[src/rtl/ewb_arbiter.sv]
// ewb_arbiter
// Single-port memory arbiter between the cache read-miss path and the
// eviction write buffer (EWB) drain. Every transaction is one full cacheline.
// Reads and buffered write-backs are serialised onto one memory port. A write
// to the same line as a pending read always drains first (read-after-write
// ordering). A streak counter bounds how long reads can starve the EWB.
//
// Ports
//   clk, rst                 clock, synchronous active-high reset
//   rd_read_i/rd_address_i   read-miss request (held until rd_resp_o)
//   rd_rdata_o/rd_resp_o     fill data and one-cycle completion pulse
//   wb_write_i/wb_address_i/wb_wdata_i  EWB drain request (held until wb_resp_o)
//   wb_resp_o                one-cycle write completion pulse
//   mem_read_o/mem_write_o   memory commands (Moore, never both high)
//   mem_address_o/mem_wdata_o  latched command address / data
//   mem_rdata_i/mem_resp_i   memory read data and completion pulse
module ewb_arbiter #(
    parameter int LINE_WIDTH      = 256,
    parameter int ADDR_WIDTH      = 32,
    parameter int OFFSET_BITS     = 5,
    parameter int MAX_READ_STREAK = 4
) (
    input  logic                  clk,
    input  logic                  rst,
    input  logic                  rd_read_i,
    input  logic [ADDR_WIDTH-1:0] rd_address_i,
    output logic [LINE_WIDTH-1:0] rd_rdata_o,
    output logic                  rd_resp_o,
    input  logic                  wb_write_i,
    input  logic [ADDR_WIDTH-1:0] wb_address_i,
    input  logic [LINE_WIDTH-1:0] wb_wdata_i,
    output logic                  wb_resp_o,
    output logic                  mem_read_o,
    output logic                  mem_write_o,
    output logic [ADDR_WIDTH-1:0] mem_address_o,
    output logic [LINE_WIDTH-1:0] mem_wdata_o,
    input  logic [LINE_WIDTH-1:0] mem_rdata_i,
    input  logic                  mem_resp_i
);

    localparam int STREAK_W = $clog2(MAX_READ_STREAK + 1);
    localparam logic [STREAK_W-1:0] STREAK_MAX = STREAK_W'(MAX_READ_STREAK);

    typedef enum logic [1:0] {
        ST_IDLE = 2'd0,
        ST_RD   = 2'd1,
        ST_WR   = 2'd2
    } state_e;

    state_e                state_q,  state_d;
    logic [STREAK_W-1:0]   streak_q, streak_d;
    logic [ADDR_WIDTH-1:0] addr_q,   addr_d;
    logic [LINE_WIDTH-1:0] wdata_q,  wdata_d;
    logic                  same_line_s;

    // Arbitration, latch capture and streak bookkeeping
    always_comb begin
        state_d     = state_q;
        streak_d    = streak_q;
        addr_d      = addr_q;
        wdata_d     = wdata_q;
        same_line_s = (rd_address_i[ADDR_WIDTH-1:OFFSET_BITS] ==
                       wb_address_i[ADDR_WIDTH-1:OFFSET_BITS]);
        case (state_q)
            ST_IDLE: begin
                // The write wins when alone, on a same-line hazard, or once
                // reads have used up their allowed streak.
                if (wb_write_i && (!rd_read_i || same_line_s || (streak_q == STREAK_MAX))) begin
                    state_d  = ST_WR;
                    addr_d   = wb_address_i;
                    wdata_d  = wb_wdata_i;
                    streak_d = '0;
                end else if (rd_read_i) begin
                    state_d = ST_RD;
                    addr_d  = rd_address_i;
                    // Only reads that bypass a waiting write count toward the streak.
                    if (wb_write_i && (streak_q != STREAK_MAX)) begin
                        streak_d = streak_q + STREAK_W'(1);
                    end else begin
                        streak_d = streak_q;
                    end
                end else begin
                    state_d = ST_IDLE;
                end
            end
            ST_RD: begin
                if (mem_resp_i) begin
                    state_d = ST_IDLE;
                end else begin
                    state_d = ST_RD;
                end
            end
            ST_WR: begin
                if (mem_resp_i) begin
                    state_d = ST_IDLE;
                end else begin
                    state_d = ST_WR;
                end
            end
            default: begin
                state_d = ST_IDLE;
            end
        endcase
    end

    // State, streak and command latches
    always_ff @(posedge clk) begin
        if (rst) begin
            state_q  <= ST_IDLE;
            streak_q <= '0;
            addr_q   <= '0;
            wdata_q  <= '0;
        end else begin
            state_q  <= state_d;
            streak_q <= streak_d;
            addr_q   <= addr_d;
            wdata_q  <= wdata_d;
        end
    end

    // Commands decode the state register; completions pass mem_resp_i straight through.
    always_comb begin
        mem_read_o    = (state_q == ST_RD);
        mem_write_o   = (state_q == ST_WR);
        mem_address_o = addr_q;
        mem_wdata_o   = wdata_q;
        rd_resp_o     = (state_q == ST_RD) && mem_resp_i;
        wb_resp_o     = (state_q == ST_WR) && mem_resp_i;
        if ((state_q == ST_RD) && mem_resp_i) begin
            rd_rdata_o = mem_rdata_i;
        end else begin
            rd_rdata_o = '0;
        end
    end

endmodule

[config.mk]
export PLATFORM = sky130hd
export DESIGN_NAME = ewb_arbiter
export DESIGN_NICKNAME = d
export VERILOG_FILES = /design/src/rtl/ewb_arbiter.sv
export SDC_FILE = /design/constraint.sdc
export NUM_CORES = 1
export LEC_CHECK = 0
export CAP_MARGIN = 20
export CORE_AREA = 8 8 427 429
export CTS_BUF_LIST = sky130_fd_sc_hd__clkbuf_4 sky130_fd_sc_hd__clkbuf_8
export CTS_CLUSTER_SIZE = 12
export DETAILED_ROUTE_END_ITERATION = 6
export DIE_AREA = 0 0 435 437
export GPL_ROUTABILITY_DRIVEN = 0
export HOLD_SLACK_MARGIN = 0.02
export PLACE_DENSITY_LB_ADDON = 0.08
export SYNTH_ARGS = -nofsm -noshare
export SYNTH_HDL_FRONTEND = slang
export SYNTH_SLANG_ARGS = --single-unit
export TNS_END_PERCENT = 5
[constraint.sdc]
create_clock -name clk -period 3.34 [get_ports clk]
set_input_delay 0.334 -clock clk [delete_from_list [all_inputs] [get_ports clk]]
set_output_delay 0.334 -clock clk [all_outputs]
set_load 0.03 [all_outputs]
# --- Word-level counts from Yosys, hierarchy flattened ---
# Index checks and enable logic that the tools add are counted.
classes:
  n_eq_ne: 5
  mux: 11
  n_reduce_logical: 13
  addsub: 1
ops:
  columns: ["op", "n"]
  rows:
  - ["two-way mux 256 bit", 1]
  - ["two-way mux 32 bit", 2]
  - ["equality test 27 bit", 1]
  - ["two-way mux 3 bit", 3]
  - ["case mux 2 bit (3 select lines)", 1]
  - ["logical AND 1 bit", 4]
  - ["two-way mux 2 bit", 2]
  - ["AND reduction 2 bit", 2]
  - ["nonzero test 2 bit", 2]
  - ["adder 3 x 1 -> 3 bit, second input constant", 1]
  - ["equality test 3 bit, second input constant", 1]
  - ["!= test 3 bit, second input constant", 1]
  - ["AND reduction 3 bit", 1]
  - ["equality test 2 x 1 -> 1 bit, second input constant", 1]
  - ["equality test 2 bit, second input constant", 1]
  - ["zero test 2 bit", 1]
  - ["logical OR 1 bit", 2]
  - ["two-way mux 1 bit", 2]
  - ["zero test 1 bit", 1]
totals:
  out_inout_bits: 548
  regBits: 293

# --- Depth between registers and ports, before layout ---
depth:
  depth_word: 6
  ltp_mapped: 10
  mapped_depth_nobuf: 7

# --- Worst setup path after synthesis ---
# No wires, ideal clock.
synth_path:
  path_type: "input -> register"
  from: "input wb_address_i[21]"
  to: "register wdata_q[100] (netlist: mem_wdata_o[100])"
  cell_stages: 8
  t_arrival_ps: 1667
  setup_slack_ps: 1541
  setup_time_ps: 132
  path_cell_list: "xnor2_1 -> nand4_1 -> nor4_2 -> a21oi_2 -> clkbuf_1 -> clkbuf_1 -> o21ai_0 -> a21oi_1"
synth_via:
  elab_chain_len: 5
synth_lines:
  columns: ["element", "line_no", "text"]
  rows:
  - ["start: declaration", "30", "input logic [ADDR_WIDTH-1:0] wb_address_i,"]
  - ["equality test 27 bit", "62", "same_line_s = (rd_address_i[ADDR_WIDTH-1:OFFSET_BITS] =="]
  - ["logical OR 1 bit (2 in series)", "68", "if (wb_write_i && (!rd_read_i || same_line_s || (streak_q == STREAK_MAX))) begin"]
  - ["logical AND 1 bit", "68", null]
  - ["AND reduction 2 bit (no source line)", null, null]
  - ["end signal: assignment", "117", "wdata_q <= wdata_d;"]
  - ["end: declaration", "53", "logic [LINE_WIDTH-1:0] wdata_q, wdata_d;"]
# No other way between the ends.
# A chain may end at the register's enable or synchronous reset.

# --- Final worst setup path ---
layout_path:
  from: "register state_q[0]"
  to: "output rd_rdata_o[165]"
layout_via:
  elab_chain_len: 3
layout_lines:
  columns: ["element", "line_no", "text"]
  rows:
  - ["start: declaration", "50", "state_e state_q, state_d;"]
  - ["start signal: assignment", "114", "state_q <= state_d;"]
  - ["equality test 2 x 1 -> 1 bit", "129", "if ((state_q == ST_RD) && mem_resp_i) begin"]
  - ["logical AND 1 bit", "129", null]
  - ["two-way mux 256 bit", "129", null]
  - ["end: declaration", "27", "output logic [LINE_WIDTH-1:0] rd_rdata_o,"]
# No other way between the ends.

==> metrics.cfg <==
[outcome]
outcome=finished, final reports clean

[sta]
finalMaxSlewViolations=0
max_freq_mhz=318
finalHoldWorstSlack_ns=0.157
hold_viol=0
skew_ns=0.0387
period_minus_slack_ns=3.15
tightest_slew_ns=0.782
rsz0062_at_grt=yes
setup_slack_ns=0.192
period_share_pct=94.2
slew_headroom_pct=47.9
fin_tns_setup_ns=0
setup_viol_count_final=0

[placement]
dpl_worst_slack_ns=0.0931
numPortBuffers=1128
place.detailed.hpwl_um=119000

[global_routing]
grt_pass1_vias=18400
track_usage_pct=14.2
antenna_found_initial=101
grt_pass1_wl_um=186000
grt_max_degree=142
grt.overflow.total=0

[clocking]
clockBufferDepth=3
cts_buffers=70
root_buffer=clkbuf_8
cts_setup_buffers=0
htreeDepth=3
cts_tree=yes
insertion_delay_ns=0.72
numClockSinks=293
clk_pin_slew_worst_paths_ns=0.06

[worst_setup_path]
crit_fanout=51
worst-path-buf-inv=4
critPathMaxStageDelay_ns=0.67
critPathKind=flop to output port
end_kind=output port
startpoint_type=flop
crit_arrival_ns=2.81
path_cells=inv_1, nor2_4, buf_12, buf_16, and3_1, clkdlybuf4s50_1
cpMaxStageDelayCell=clkdlybuf4s50_1
critPathRequiredTime_ns=3.01
cp_top_family=buffers and inverters

[yosys]
synth_top_area_share_pct=41.3
ys_warn_count=0
synth.distinct_cells=31
synth_nets=2281
yosys.area.top_type=dfxtp_1
ys_top_cells_by_area=dfxtp_1 (41%), nand3b_1 (14%), and3_1 (11%)
dominantRegCellSynth=dfxtp_1
async_reset_ff_share_pct=0
synth_edf_count=0
synthTopCellsByCount=dfxtp_1 (293), a21oi_1 (260), o21ai_0 (257), and3_1 (256), nand3b_1 (256)
synthCells=1698
yosysMostFrequentCell=dfxtp_1
synth-seq-area-share_pct=41.3
synth_area_sq_um=14200
synth.avg_cell_area_sq_um=8.36
ys_ff_latch=293

[drt]
first_iter_violations=966
vias=18000
wl_per_cell_um=28.0
viasPerCell=3.49
ant_nets=0
wl_um=145000
drtPass1Iterations=5
drc_errors=0

[power]
ir_drop_mv=0.206
leakage_nw=12.2
p_per_area_nw_per_um2=388

[floorplanning]
num_rows=154
die_area_sq_um=190000
chipWidth_um=435
start_util_pct=8.09
chipHeight_um=437
ioPinCount=1129
core_area_sq_um=175000

[layout]
utilization_pct=16.9
syn_to_final_growth_pct=109
final_nets=3328
drive_above_1_share_pct=7.12

[flow_run]
maxCapViolations=0

[hold_path]
hp-class=input pin to flop

-- area by class of cell --
cell class | instances | area, sq um
clock inverter | 10 | 116
timing repair buffer | 1188 | 12000
clock buffer | 110 | 1330
fill | 19700 | 146000
sequential | 293 | 5870
tap | 2340 | 2930
multi-input combinational | 1187 | 7270
antenna | 24 | 60.1
inverter | 5 | 26.3
-- worst register-to-register path: cells and delay by family (launching register included) --
family | cells | cell delay, ns
AND/OR/NAND/NOR | 2 | 0.24
AO/OA/AOI/OAI | 3 | 0.66
flip-flops | 1 | 0.35
adder cells (fa/ha/maj) | 1 | 0.20
buffers and inverters | 3 | 0.72
-- layout by cell type, fill, tap and decap left out, types with 24 or more instances in the layout --
cell	n
clkdlybuf4s50_1	933
dfxtp_1	293
a21oi_1	260
o21ai_0	257
and3_1	256
nand3b_1	256
dlygate4sd2_1	129
clkbuf_8	81
dlymetal6s2s_1	53
buf_4	45
nor2_1	34
mux2i_1	32
a211oi_1	32
clkbuf_4	29
xnor2_1	27
diode_2	24
-- timing repair --
| item | in CTS | in global routing |
|---|---|---|
| resized for setup | 133 | 54 |
| gates cloned | 0 | 1 |
| endpoints found under the hold margin | 22 | 0 |
| hold buffers | 1 | 0 |
| setup endpoints to repair | 177 | 52 |
-- power breakdown --
group	internal, W	switching (W)	leakage [nW]	total [W]
Combinational	0.00138	0.00175	8.99	0.00313
Clock	0.00255	0.00201	0.774	0.00457
Sequential	0.00370	0.000100	2.39	0.00380
Total	0.00763	0.00386	12.2	0.0115
-- registers in the layout, summed over array words and instances, names as in the netlist --
register / count
mem_wdata_o: 256
mem_address_o: 32
streak_q: 3
state_q: 2
-- per-layer routing --
metal,up-vias,wire length (um),track usage (%)
met5,-,70,0
met4,10,6140,5.82
met3,295,10700,4.74
met2,828,83600,29.5
met1,8644,44000,12.2
li1,8244,-,-
-- per-stage QoR --
step | std cells | power (W) | cell area (sq um)
2_1_floorplan | 1698 | 0.00519 | 14200
3_3_place_gp | 5011 | 0.00708 | 28100
3_5_place_dp | 5011 | 0.00708 | 28100
4_1_cts | 5132 | 0.0119 | 29400
5_1_grt | 5148 | 0.0122 | 29600
6_report | 5157 | 0.0115 | 29600
-- worst paths after layout --
check,slack (ns),end,start,depth (start not counted)
max,0.19,rd_rdata_o[165],state_q[0],6
min,0.16,mem_wdata_o[82],wb_wdata_i[82],3
max reg2reg,1.08,mem_wdata_o[166],streak_q[0],9
min reg2reg,0.47,streak_q[1],streak_q[1],2
-- cell families after synthesis --
logic type	after synthesis	synth area share, %
AOI/OAI and AO/OA	553	20.2
and+or+nand+nor	573	26.8
xor gates and xnor gates	27	1.67
buffers and inverters	218	7.57
adders and majority gates	2	0.176
DFF	293	41.3
muxes	32	2.26
No activity file was read; power rests on OpenSTA's default activity.
